$ cat src/rtl/fxp_pkg.sv
// Shared definitions for the fixed-point add/sub pipeline: rounding modes
// and width helpers used when sizing parametrised datapaths.
package fxp_pkg;

  typedef enum logic [1:0] {
    RND_TRUNC     = 2'd0,
    RND_HALF_UP   = 2'd1,
    RND_HALF_EVEN = 2'd2,
    RND_RSVD      = 2'd3
  } rnd_mode_e;

  function automatic int unsigned max(input int unsigned x, input int unsigned y);
    return (x > y) ? x : y;
  endfunction

  function automatic int unsigned min(input int unsigned x, input int unsigned y);
    return (x < y) ? x : y;
  endfunction

endpackage

$ cat src/rtl/fxp_round.sv
// Combinational rounder: drops MF-OF fraction bits from a W-bit signed value
// using the selected mode; the result is one bit wider so a carry is kept.
module fxp_round
  import fxp_pkg::*;
#(
  parameter int unsigned W  = 7,
  parameter int unsigned MF = 3,
  parameter int unsigned OF = 2
) (
  input  logic [W-1:0] value_i,
  input  logic [1:0]   round_mode_i,
  output logic [W:0]   rounded_o,
  output logic         inexact_o
);

  localparam int unsigned D = (OF >= MF) ? 0 : MF - OF;

  logic signed [W:0] ext_c;
  assign ext_c = signed'({value_i[W-1], value_i});

  generate
    if (D == 0) begin : g_pass
      // Output has at least as many fraction bits: nothing is discarded.
      logic unused_rnd;
      assign unused_rnd = ^round_mode_i;
      assign rounded_o  = ext_c;
      assign inexact_o  = 1'b0;
    end else begin : g_rnd
      localparam int unsigned RW = W + 1;
      localparam logic [D-1:0] HALF = D'(1) << (D - 1);

      logic [D-1:0]      disc_c;
      logic signed [W:0] floor_c;
      logic              round_up_c;

      assign disc_c  = value_i[D-1:0];
      assign floor_c = ext_c >>> D;

      // Increment decision on top of the two's complement floor.
      always_comb begin
        round_up_c = 1'b0;
        case (rnd_mode_e'(round_mode_i))
          RND_HALF_UP:   round_up_c = disc_c[D-1];
          RND_HALF_EVEN: round_up_c = (disc_c > HALF) || ((disc_c == HALF) && floor_c[0]);
          default:       round_up_c = 1'b0;
        endcase
      end

      assign rounded_o = floor_c + RW'(round_up_c);
      assign inexact_o = |disc_c;
    end
  endgenerate

endmodule

$ cat src/rtl/fxp_addsub_pipe.sv
// Three-stage signed fixed-point add/sub (align+add, round, saturate) with a
// global valid/ready stall and sticky overflow/inexact status.
module fxp_addsub_pipe
  import fxp_pkg::*;
#(
  parameter int unsigned IA = 3,
  parameter int unsigned FA = 3,
  parameter int unsigned IB = 3,
  parameter int unsigned FB = 2,
  parameter int unsigned OI = 3,
  parameter int unsigned OF = 2
) (
  input  logic                 clk,
  input  logic                 rst,
  input  logic                 in_valid,
  output logic                 in_ready,
  input  logic [IA+FA-1:0]     a,
  input  logic [IB+FB-1:0]     b,
  input  logic                 sub,
  input  logic [1:0]           round_mode,
  output logic                 out_valid,
  input  logic                 out_ready,
  output logic [OI+OF-1:0]     sum,
  output logic                 ovf,
  output logic                 inexact,
  input  logic                 clr_sticky,
  output logic                 sticky_ovf,
  output logic                 sticky_inexact
);

  localparam int unsigned MI = max(IA, IB);
  localparam int unsigned MF = max(FA, FB);
  localparam int unsigned W  = MI + MF + 1;
  localparam int unsigned RW = W + 1;
  localparam int unsigned SW = OI + OF;
  localparam int unsigned RF = min(OF, MF);
  localparam int unsigned SH = OF - RF;
  localparam int unsigned CW = max(RW + SH, SW) + 1;

  localparam logic signed [CW-1:0] SAT_MAX = (CW'(1) << (SW - 1)) - CW'(1);
  localparam logic signed [CW-1:0] SAT_MIN = -(CW'(1) << (SW - 1));

  logic advance_c;

  logic              s1_valid_q;
  logic [W-1:0]      s1_sum_q,  s1_sum_d;
  logic [1:0]        s1_rnd_q;

  logic              s2_valid_q;
  logic [RW-1:0]     s2_rnd_q,  s2_rnd_d;
  logic              s2_inexact_q, s2_inexact_d;

  logic              out_valid_q;
  logic [SW-1:0]     sum_q,     sum_d;
  logic              ovf_q,     ovf_d;
  logic              inexact_q;
  logic              sticky_ovf_q, sticky_ovf_d;
  logic              sticky_inexact_q, sticky_inexact_d;

  logic signed [W-1:0]  a_al_c, b_al_c;
  logic signed [CW-1:0] s3_ext_c;
  logic                 out_hs_c;

  // Whole pipe moves together unless a result is waiting on the consumer.
  assign advance_c = ~out_valid_q | out_ready;
  assign in_ready  = advance_c;
  assign out_hs_c  = out_valid_q & out_ready;

  // S1: sign-extend integer parts, zero-pad fractions to a common binary point.
  assign a_al_c = W'(signed'(a)) <<< (MF - FA);
  assign b_al_c = W'(signed'(b)) <<< (MF - FB);

  always_comb begin
    s1_sum_d = sub ? W'(a_al_c - b_al_c) : W'(a_al_c + b_al_c);
  end

  // S2: rounding to min(OF, MF) fraction bits.
  fxp_round #(
    .W  (W),
    .MF (MF),
    .OF (OF)
  ) u_round (
    .value_i      (s1_sum_q),
    .round_mode_i (s1_rnd_q),
    .rounded_o    (s2_rnd_d),
    .inexact_o    (s2_inexact_d)
  );

  // S3: pad to OF fraction bits in a width that holds both the value and limits.
  assign s3_ext_c = CW'(signed'(s2_rnd_q)) <<< SH;

  always_comb begin
    sum_d = s3_ext_c[SW-1:0];
    ovf_d = 1'b0;
    if (s3_ext_c > SAT_MAX) begin
      sum_d = {1'b0, {(SW-1){1'b1}}};
      ovf_d = 1'b1;
    end else if (s3_ext_c < SAT_MIN) begin
      sum_d = {1'b1, {(SW-1){1'b0}}};
      ovf_d = 1'b1;
    end
  end

  // Sticky: a flag raised by the handshaking result beats a concurrent clear.
  always_comb begin
    sticky_ovf_d     = clr_sticky ? 1'b0 : sticky_ovf_q;
    sticky_inexact_d = clr_sticky ? 1'b0 : sticky_inexact_q;
    if (out_hs_c && ovf_q)     sticky_ovf_d     = 1'b1;
    if (out_hs_c && inexact_q) sticky_inexact_d = 1'b1;
  end

  always_ff @(posedge clk) begin
    if (rst) begin
      s1_valid_q  <= 1'b0;
      s2_valid_q  <= 1'b0;
      out_valid_q <= 1'b0;
    end else if (advance_c) begin
      s1_valid_q  <= in_valid;
      s2_valid_q  <= s1_valid_q;
      out_valid_q <= s2_valid_q;
    end
  end

  // Internal stage data needs no reset: it is qualified by the stage valids.
  always_ff @(posedge clk) begin
    if (advance_c && in_valid) begin
      s1_sum_q <= s1_sum_d;
      s1_rnd_q <= round_mode;
    end
    if (advance_c && s1_valid_q) begin
      s2_rnd_q     <= s2_rnd_d;
      s2_inexact_q <= s2_inexact_d;
    end
  end

  always_ff @(posedge clk) begin
    if (rst) begin
      sum_q            <= '0;
      ovf_q            <= 1'b0;
      inexact_q        <= 1'b0;
      sticky_ovf_q     <= 1'b0;
      sticky_inexact_q <= 1'b0;
    end else begin
      if (advance_c && s2_valid_q) begin
        sum_q     <= sum_d;
        ovf_q     <= ovf_d;
        inexact_q <= s2_inexact_q;
      end
      sticky_ovf_q     <= sticky_ovf_d;
      sticky_inexact_q <= sticky_inexact_d;
    end
  end

  assign out_valid      = out_valid_q;
  assign sum            = sum_q;
  assign ovf            = ovf_q;
  assign inexact        = inexact_q;
  assign sticky_ovf     = sticky_ovf_q;
  assign sticky_inexact = sticky_inexact_q;

endmodule

$ cat config.mk
export PLATFORM = sky130hd
export DESIGN_NAME = fxp_addsub_pipe
export DESIGN_NICKNAME = d
export VERILOG_FILES = /design/src/rtl/fxp_pkg.sv /design/src/rtl/fxp_round.sv /design/src/rtl/fxp_addsub_pipe.sv
export SDC_FILE = /design/constraint.sdc
export NUM_CORES = 1
export LEC_CHECK = 0
export CELL_PAD_IN_SITES_DETAIL_PLACEMENT = 2
export CELL_PAD_IN_SITES_GLOBAL_PLACEMENT = 2
export CORE_UTILIZATION = 34
export DETAILED_ROUTE_END_ITERATION = 8
export PLACE_DENSITY = 0.82
export SLEW_MARGIN = 25
export SYNTH_ARGS = -nofsm -noshare
export SYNTH_HDL_FRONTEND = slang
export SYNTH_SLANG_ARGS = --single-unit
$ cat constraint.sdc
create_clock -name clk -period 4.3 [get_ports clk]
set_input_delay 0.43 -clock clk [delete_from_list [all_inputs] [get_ports clk]]
set_output_delay 0.43 -clock clk [all_outputs]
set_load 0.05 [all_outputs]
## Yosys cells after proc, flatten, opt, wreduce, memory -nomap -nowiden

Index checks and enable logic that the tools add are counted.

| storage, ports and cells | value |
|---|---|
| register bits | 29 |
| latch bits | 0 |
| bits in writable memories | 0 |
| bits in read-only memories | 0 |
| output and inout bits | 11 |
| logic and storage cells | 41 |
| memories kept | 0 |

| operators by class | value |
|---|---|
| $add $sub $neg | 3 |
| $mul | 0 |
| div/mod/pow operators | 0 |
| $lt $le $gt $ge | 3 |
| equal/unequal tests | 2 |
| shifts and indexed selects | 0 |
| muxes and demuxes | 9 |
| bitwise operators | 3 |
| reductions and logical operators | 9 |

Operator list:

| cell | number |
|---|---|
| 5-bit 2-to-1 mux | 2 |
| 6-bit by 2-bit adder with 7-bit output | 1 |
| 6-bit by 6-bit adder with 7-bit output | 1 |
| 7-bit by 5-bit > comparator with 1-bit output, second input constant | 1 |
| 7-bit by 5-bit less-than comparator with 1-bit output, second input constant | 1 |
| 7-bit 2-to-1 mux | 1 |
| 6-bit by 6-bit subtractor with 7-bit output | 1 |
| 1-bit logical AND | 6 |
| 1-bit 2-to-1 mux | 5 |
| 2-bit nonzero test | 2 |
| 2-bit by 1-bit == test with 1-bit output, second input constant | 1 |
| 2-bit == test, second input constant | 1 |
| 1-bit one-hot mux with 2 select lines | 1 |
| 1-bit AND | 1 |
| 1-bit > comparator, second input constant | 1 |
| 1-bit logical OR | 1 |
| 1-bit inverter | 1 |
| 1-bit OR | 1 |

## Longest topological paths before layout

| depth | value |
|---|---|
| depth after elaboration | 4 |
| gate-level depth with buffers | 9 |
| gate-level depth less buffers | 9 |

## Hierarchy

Synthesis repeated with hierarchy kept, for this count alone.

| second synthesis, totals | value |
|---|---|
| cells, all modules | 133 |
| area, all modules | 1462.7 sq um |

By module, submodules not included:

| module | times used | cells an instance | area an instance (sq um) |
|---|---|---|---|
| fxp_addsub_pipe | 1 | 114 | 1313.8 |
| fxp_round | 1 | 19 | 148.9 |

## Worst setup path before layout

OpenSTA, ideal clock, no wires.

| path | value |
|---|---|
| kind | input-to-reg |
| start | input port b[0] |
| end | register s1_sum_q[6], data pin |
| setup time | 260 ps |
| arrival | 1767 ps |
| required time | 4040 ps |
| slack | 2273 ps |
| cell stages on the path | 8 |
| buffers on the path | 0 |
| path through | inv_1 ha_1 mux2i_1 ha_1 nor2b_1 o31a_1 o22ai_1 xnor2_1 |

| on the way | value |
|---|---|
| word-level cells in the longest chain between the ends | 2 |

RTL lines:

| element | RTL line | text |
|---|---|---|
| start: declaration | fxp_addsub_pipe.sv:18 | `input logic [IB+FB-1:0] b,` |
| 6-bit by 6-bit adder with 7-bit output or 6-bit by 6-bit subtractor with 7-bit output (tied branches) | fxp_addsub_pipe.sv:74 | `s1_sum_d = sub ? W'(a_al_c - b_al_c) : W'(a_al_c + b_al_c);` |
| 7-bit 2-to-1 mux (*) | fxp_addsub_pipe.sv:74 |  |
| via s1_sum_d[6] | fxp_addsub_pipe.sv:46 | `logic [W-1:0] s1_sum_q, s1_sum_d;` |
| end signal: assignment | fxp_addsub_pipe.sv:127 | `s1_sum_q <= s1_sum_d;` |
| end: declaration | fxp_addsub_pipe.sv:46 |  |

Mark *: on every way through the listed nets, which the timed path passes. The rest lies on a longest branch.
A chain may end at the register's enable or synchronous reset.

## Worst setup path after layout

Same ends and word-level chain as after synthesis.

==> flow_summary.ini <==
[yosys]
synth_top_family_by_area = simple AND/OR/NAND/NOR gates
netlist_instances = 127
synth_top_area_cell = edfxtp_1
muxShareOfSynthArea_pct = 0.7124
synth_compound_area_share_pct = 12.47
yosys.area.top_type_share_pct = 36.33
synthAdderAreaFrac_pct = 10.33
syn-num-nets = 157
synth-simple-area-share_pct = 13.27
yosysUniqueCellTypes = 33
syn-mean-instance-area_sq_um = 11.06
synth-xor-area-share_pct = 6.857
synth_area_leaders = edfxtp_1 (36%), dfxtp_1 (17%), ha_1 (8.9%)
syn_area_sq_um = 1405
ys_seq_area_share_pct = 53.43
yosys_warnings = 0
yosys_register_bits = 29

[global_routing]
grt_pass1_vias = 1174
grt_max_degree = 13
overflow = 0
track_usage_pct = 16.92
antenna_found_initial = 0
grt_pass1_wl_mm = 5.313

[sta]
worst_slew_pin_slew_ns = 0.4955
fin_skew_ns = 0.008034
finalSetupViolCount = 0
timing.final.crit_share_pct = 59.21
slew_headroom_pct = 66.86
hold_viol = 0
report.final.slew_viol_count = 0
max_freq_mhz = 392.8
fin_tns_setup_ns = 0
finalCriticalPeriod_ns = 2.546
rsz0062_at_grt = false

[status]
status = finished, violations left
failed_checks = design-rule violations

[critical_path]
arrival_ns = 2.57
required_ns = 4.32
crit_chain = clkdlybuf4s50_1, inv_1, ha_1, mux2i_1, ha_1, nor2b_1, o31a_1, o22ai_1, xnor2_1
cp_top_family = buffers and inverters
crit_slowest_cell = clkdlybuf4s50_1
crit_buf_inv = 2
crit_path_max_fanout = 4
cp-end-kind = flip-flop
path_class = primary input to flip-flop
critPathMostFrequentCell = ha_1
cpPeakStageDelay_ns = 0.56
startpoint_type = primary input

[clocking]
cts_num_sinks = 29
ctsLongestPathBuffers = 2
cts_resized = 0
cts.htree.levels = 2
path_clk_slew_ns = 0.06
cts_buffers = 5
cts_hold_buf = 0
cts_setup_buffers = 0
insertion_delay_ns = 0.27
clockRootBuffer = clkbuf_8
cts_tree = done

[routing]
wirelength_mm = 3.307
route.vias.total = 1061
avgViaCountPerCell = 4.981
wire_per_inst_microns = 15.53
drc = 2
postRouteAntennaNets = 0
firstDrtPassIters = 6
drtIter0Drc = 66

[pwr]
leakage_uw = 0.0006735
p_per_area_nw_per_um2 = 360.8
fin_total_pwr_uw = 661.8
ir_drop_v = 0.0001516

[cells_and_area]
final_common_cell = clkdlybuf4s50_1
area_growth_pct = 30.54
drive_gt1_share_pct = 6.748
layout_common_cells = clkdlybuf4s50_1 (29), edfxtp_1 (17), a21oi_1 (14), dfxtp_1 (12)
num-nets-final = 192
fill_cells = 431
antennaDiodeCount = 0

[floorplan]
core_area_sq_um = 3971
dieArea_sq_um = 4394
initial_core_util_pct = 35.38
pin_count = 30
die_w_microns = 66.29
row_count = 23
die_y_microns = 66.29

[min_path]
hold_path.class = flip-flop to flip-flop

[place]
port_buffers = 29
dp_hpwl_mm = 2.668
place.gp.congestion = 0.7764

[job]
cap_violations = 0
==> layer usage <==
metal / vias to the layer above / share of wire (%) / track usage, %
met5: - / 0 / 0
li1: 512 / - / -
met2: 31 / 61 / 34.95
met4: 0 / 0.97 / 7.979
met1: 515 / 34 / 15.15
met3: 3 / 3.6 / 3.276
==> cell type report <==
cell class | instances | area [sq um] | share of cell area (%)
flip-flops and latches | 29 | 750.7 | 40.93
multi-input cells | 87 | 613.1 | 33.42
repair buffers | 29 | 290.3 | 15.83
clock buffers | 7 | 76.32 | 4.161
well taps | 50 | 62.56 | 3.411
inverters | 10 | 37.54 | 2.046
clock inverters | 1 | 3.754 | 0.2046
==> Yosys cell counts <==
master / number
nor2b_1: 2
and3_1: 1
o21ai_1: 5
dfxtp_1: 12
nor3b_1: 1
fa_1: 1
nor2b_4: 1
a21oi_1: 14
nand2_2: 1
inv_1: 8
a32oi_1: 2
o31a_1: 1
nor3_1: 2
nor2_1: 10
clkbuf_1: 1
or2_1: 1
a211oi_4: 1
o22ai_1: 1
mux2i_1: 1
a21o_1: 1
edfxtp_1: 17
o21ai_0: 1
or2_0: 1
nand2_1: 8
inv_2: 2
xnor2_1: 9
nand3_1: 5
ha_1: 10
and2_1: 2
nor4_2: 1
a21boi_0: 1
xor2_1: 2
o21a_1: 1
==> worst min-delay path: cells and delay by family (launching register included) <==
kind	cells	cell delay [ns]
flops	1	0.31
compound gates	1	0.05
simple gates	1	0.05
==> per-stage QoR <==
step	instance area [sq um]	setup WS (ns)	util, %	hold slack, ns	instances
after floorplan	1405	2.273	-	0.4176	127
after global placement	1754	1.620	44.17	0.4352	205
after detailed placement	1754	1.453	44.17	0.4426	205
after CTS	1834	1.754	46.19	0.4613	213
after global routing	1834	1.679	46.19	0.4767	213
final	1834	1.754	46.19	0.4564	213
==> power breakdown <==
| group | internal, uW | leakage, uW | total (uW) | switching, uW |
|---|---|---|---|---|
| registers | 323 | 0.000260 | 338 | 14.3 |
| logic | 56.2 | 0.000374 | 119 | 62.6 |
| clock network | 112 | 0.0000399 | 205 | 93.2 |
==> sequential cells by signal, indices dropped and copies added, names as in the netlist, 2 cells and up <==
register	flops
s1_rnd_q	2
s1_sum_q	7
s2_rnd_q	7
sum	5
==> logic make-up after synthesis <==
kind of cell / count (synthesis)
simple gates: 36
flops: 29
compound gates: 28
xor+xnor: 11
buf+inv: 11
fa+ha+maj: 11
mux: 1
==> worst paths after layout <==
check / start / endpoint / slack, ns / cells past startpoint
worst max-delay path: b[0] / s1_sum_q[6]$_DFFE_PP_ / 1.75 / 9
worst min-delay path: sum[0]$_SDFFE_PP0P_ / sum[0]$_SDFFE_PP0P_ / 0.46 / 2
worst max register to register: s1_rnd_q[1]$_DFFE_PP_ / s2_rnd_q[4]$_DFFE_PP_ / 2.30 / 6
worst min register to register: sum[0]$_SDFFE_PP0P_ / sum[0]$_SDFFE_PP0P_ / 0.46 / 2
No activity file was read; power rests on OpenSTA's default activity.
==> patch, RTL diff (same settings) <==
Put one more register stage on the output `ovf`, with the module's reset. The value now appears one clock later. The other outputs are not delayed to match.
--- a/src/rtl/fxp_addsub_pipe.sv
+++ b/src/rtl/fxp_addsub_pipe.sv
@@ -154,5 +154,11 @@
   assign out_valid      = out_valid_q;
   assign sum            = sum_q;
-  assign ovf            = ovf_q;
+  always_ff @(posedge clk) begin
+    if (rst) begin
+      ovf <= '0;
+    end else begin
+      ovf <= ovf_q;
+    end
+  end
   assign inexact        = inexact_q;
   assign sticky_ovf     = sticky_ovf_q;
Check against the original RTL: not equivalent (a bounded check fails within 4 cycles, from zero or initial values and one cycle with rst high).
==> patch against the unedited design <==
- synthesized cell count is 1.6% higher
- power is 2.0% higher
- clock power is 3% higher
- die area is 1.6% higher
- sequential share of layout area is 0.53 points higher
- area after synthesis is 1.7% higher
- sequential cell count is 1 higher
- design area is 1.4% higher
- worst setup slack better by 0.031 ns
- routed wire length is 2.6% lower
- critical endpoint unchanged
- largest cell class unchanged
==> patch: results (changes against the unedited design) <==
grt_use_met3: 0.05137  # +0.01861
r2r_end: "s2_rnd_q[4]"
fill_cells: 411  # -4.6%
ir_worst_vdd_mv: 0.09841  # -35%
drt_first_pass_iters: 2  # -4
p_leak_nw: 0.6880  # +2.2%
slew_headroom: 0.6697  # +0.001091
r2r_start: "s1_rnd_q[0]"
wl_met3_um: 154  # +29%
finalNonFillerCells: 215  # +0.94%
cpPeakStageDelay_ns: 0.55
wl_met1_um: 1110  # -2.2%
dr_wl_met2_um: 1853  # -8.2%
worst_r2r_path_depth: 7  # +1
drcViolationCount: 0  # -2
met1_usage: 0.1534  # +0.001807
clk_path_buf_depth: 2  # unchanged
pg_seq_mw: 0.347  # +3%
grt_max_degree: 14  # +1
timing.critical_path.slowest_stage_cell: "clkdlybuf4s50_1"
intPower_mw: 0.4994  # +1.6%
synth.yosys.seq_area_share: 0.5394  # +0.005121
dpl.hpwl_um: 2574  # -3.5%
multi_input_area_um2: 609.3  # -0.61%
cts_buffers: 5  # unchanged
dpl.cell_count: 207  # +0.98%
grt_first_pass_wirelength_um: 5478  # +3.1%
status: "finished, final reports clean"
grt_pass1_vias: 1187  # +1.1%
avgSynthCellArea_um2: 11.08  # +0.12%
place_congestion: 0.7556  # -2.7%
vias: 1080  # +1.8%
nets: 194  # +1.0%
mappedNetlistNets: 159  # +1.3%
final.min_clock_period_ns: 2.515  # -0.03117 ns
drt-initial-drc-count: 20  # -70%
drive_above_1_share: 0.07273  # +0.005243
async_flop_share: 0  # unchanged
grt_use_total: 0.1730  # +0.003848
crit_arrival_ns: 2.55  # -0.02 ns
r2r_setup_slack_ns: 2.43  # +0.13 ns
power_density_nw_per_um2: 363.0  # +0.61%
fin_worst_skew_ns: 0.006521  # -0.001513 ns
cts.clk_slew.worst_paths_ns: 0.06  # about the same
synth_area_leaders: "edfxtp_1, dfxtp_1, ha_1"
wire_per_inst_um: 14.98  # -3.5%
netlist-cell-type-count: 34  # +3.0%
pre_cts_slack_ns: 1.451  # -0.002140 ns
yosys-top-cells-count: "edfxtp_1, a21oi_1, dfxtp_1"
clkPwrFrac: 0.313  # +0.003
grt_util_met2: 0.3434  # -0.006055
hold_ws_ns: 0.4512  # -0.005257 ns
root_buffer: "clkbuf_8"
post_dp_cell_area_um2: 1778  # +1.4%
[patch: worst min path at each step]
stage	cells after the start	endpoint	start
2_1_floorplan	0	s2_inexact_q	s1_sum_q[0]
3_3_place_gp	2	sum[0]	sum[0]
3_5_place_dp	0	s2_inexact_q	s1_sum_q[0]
4_1_cts	0	s2_inexact_q	s1_sum_q[0]
5_1_grt	0	s2_inexact_q	s1_sum_q[0]
6_report	0	s2_inexact_q	s1_sum_q[0]
[patch: cell families after synthesis]
logic type,count (synthesis),share of synthesized area
and+or+nand+nor,35,0.1252
DFF,30,0.5394
AOI/OAI and AO/OA,28,0.1252
buffers and inverters,13,0.03415
xor gates and xnor gates,11,0.06743
adders and majority gates,11,0.1016
muxes,1,0.007006
[patch: area by class of cell]
cell class | instances | area share
Multi-Input combinational cell | 86 | 0.3277
Clock buffer | 6 | 0.03903
Timing Repair Buffer | 29 | 0.1561
Clock inverter | 2 | 0.004711
Tap cell | 50 | 0.03365
Sequential cell | 30 | 0.4145
Inverter | 12 | 0.02423
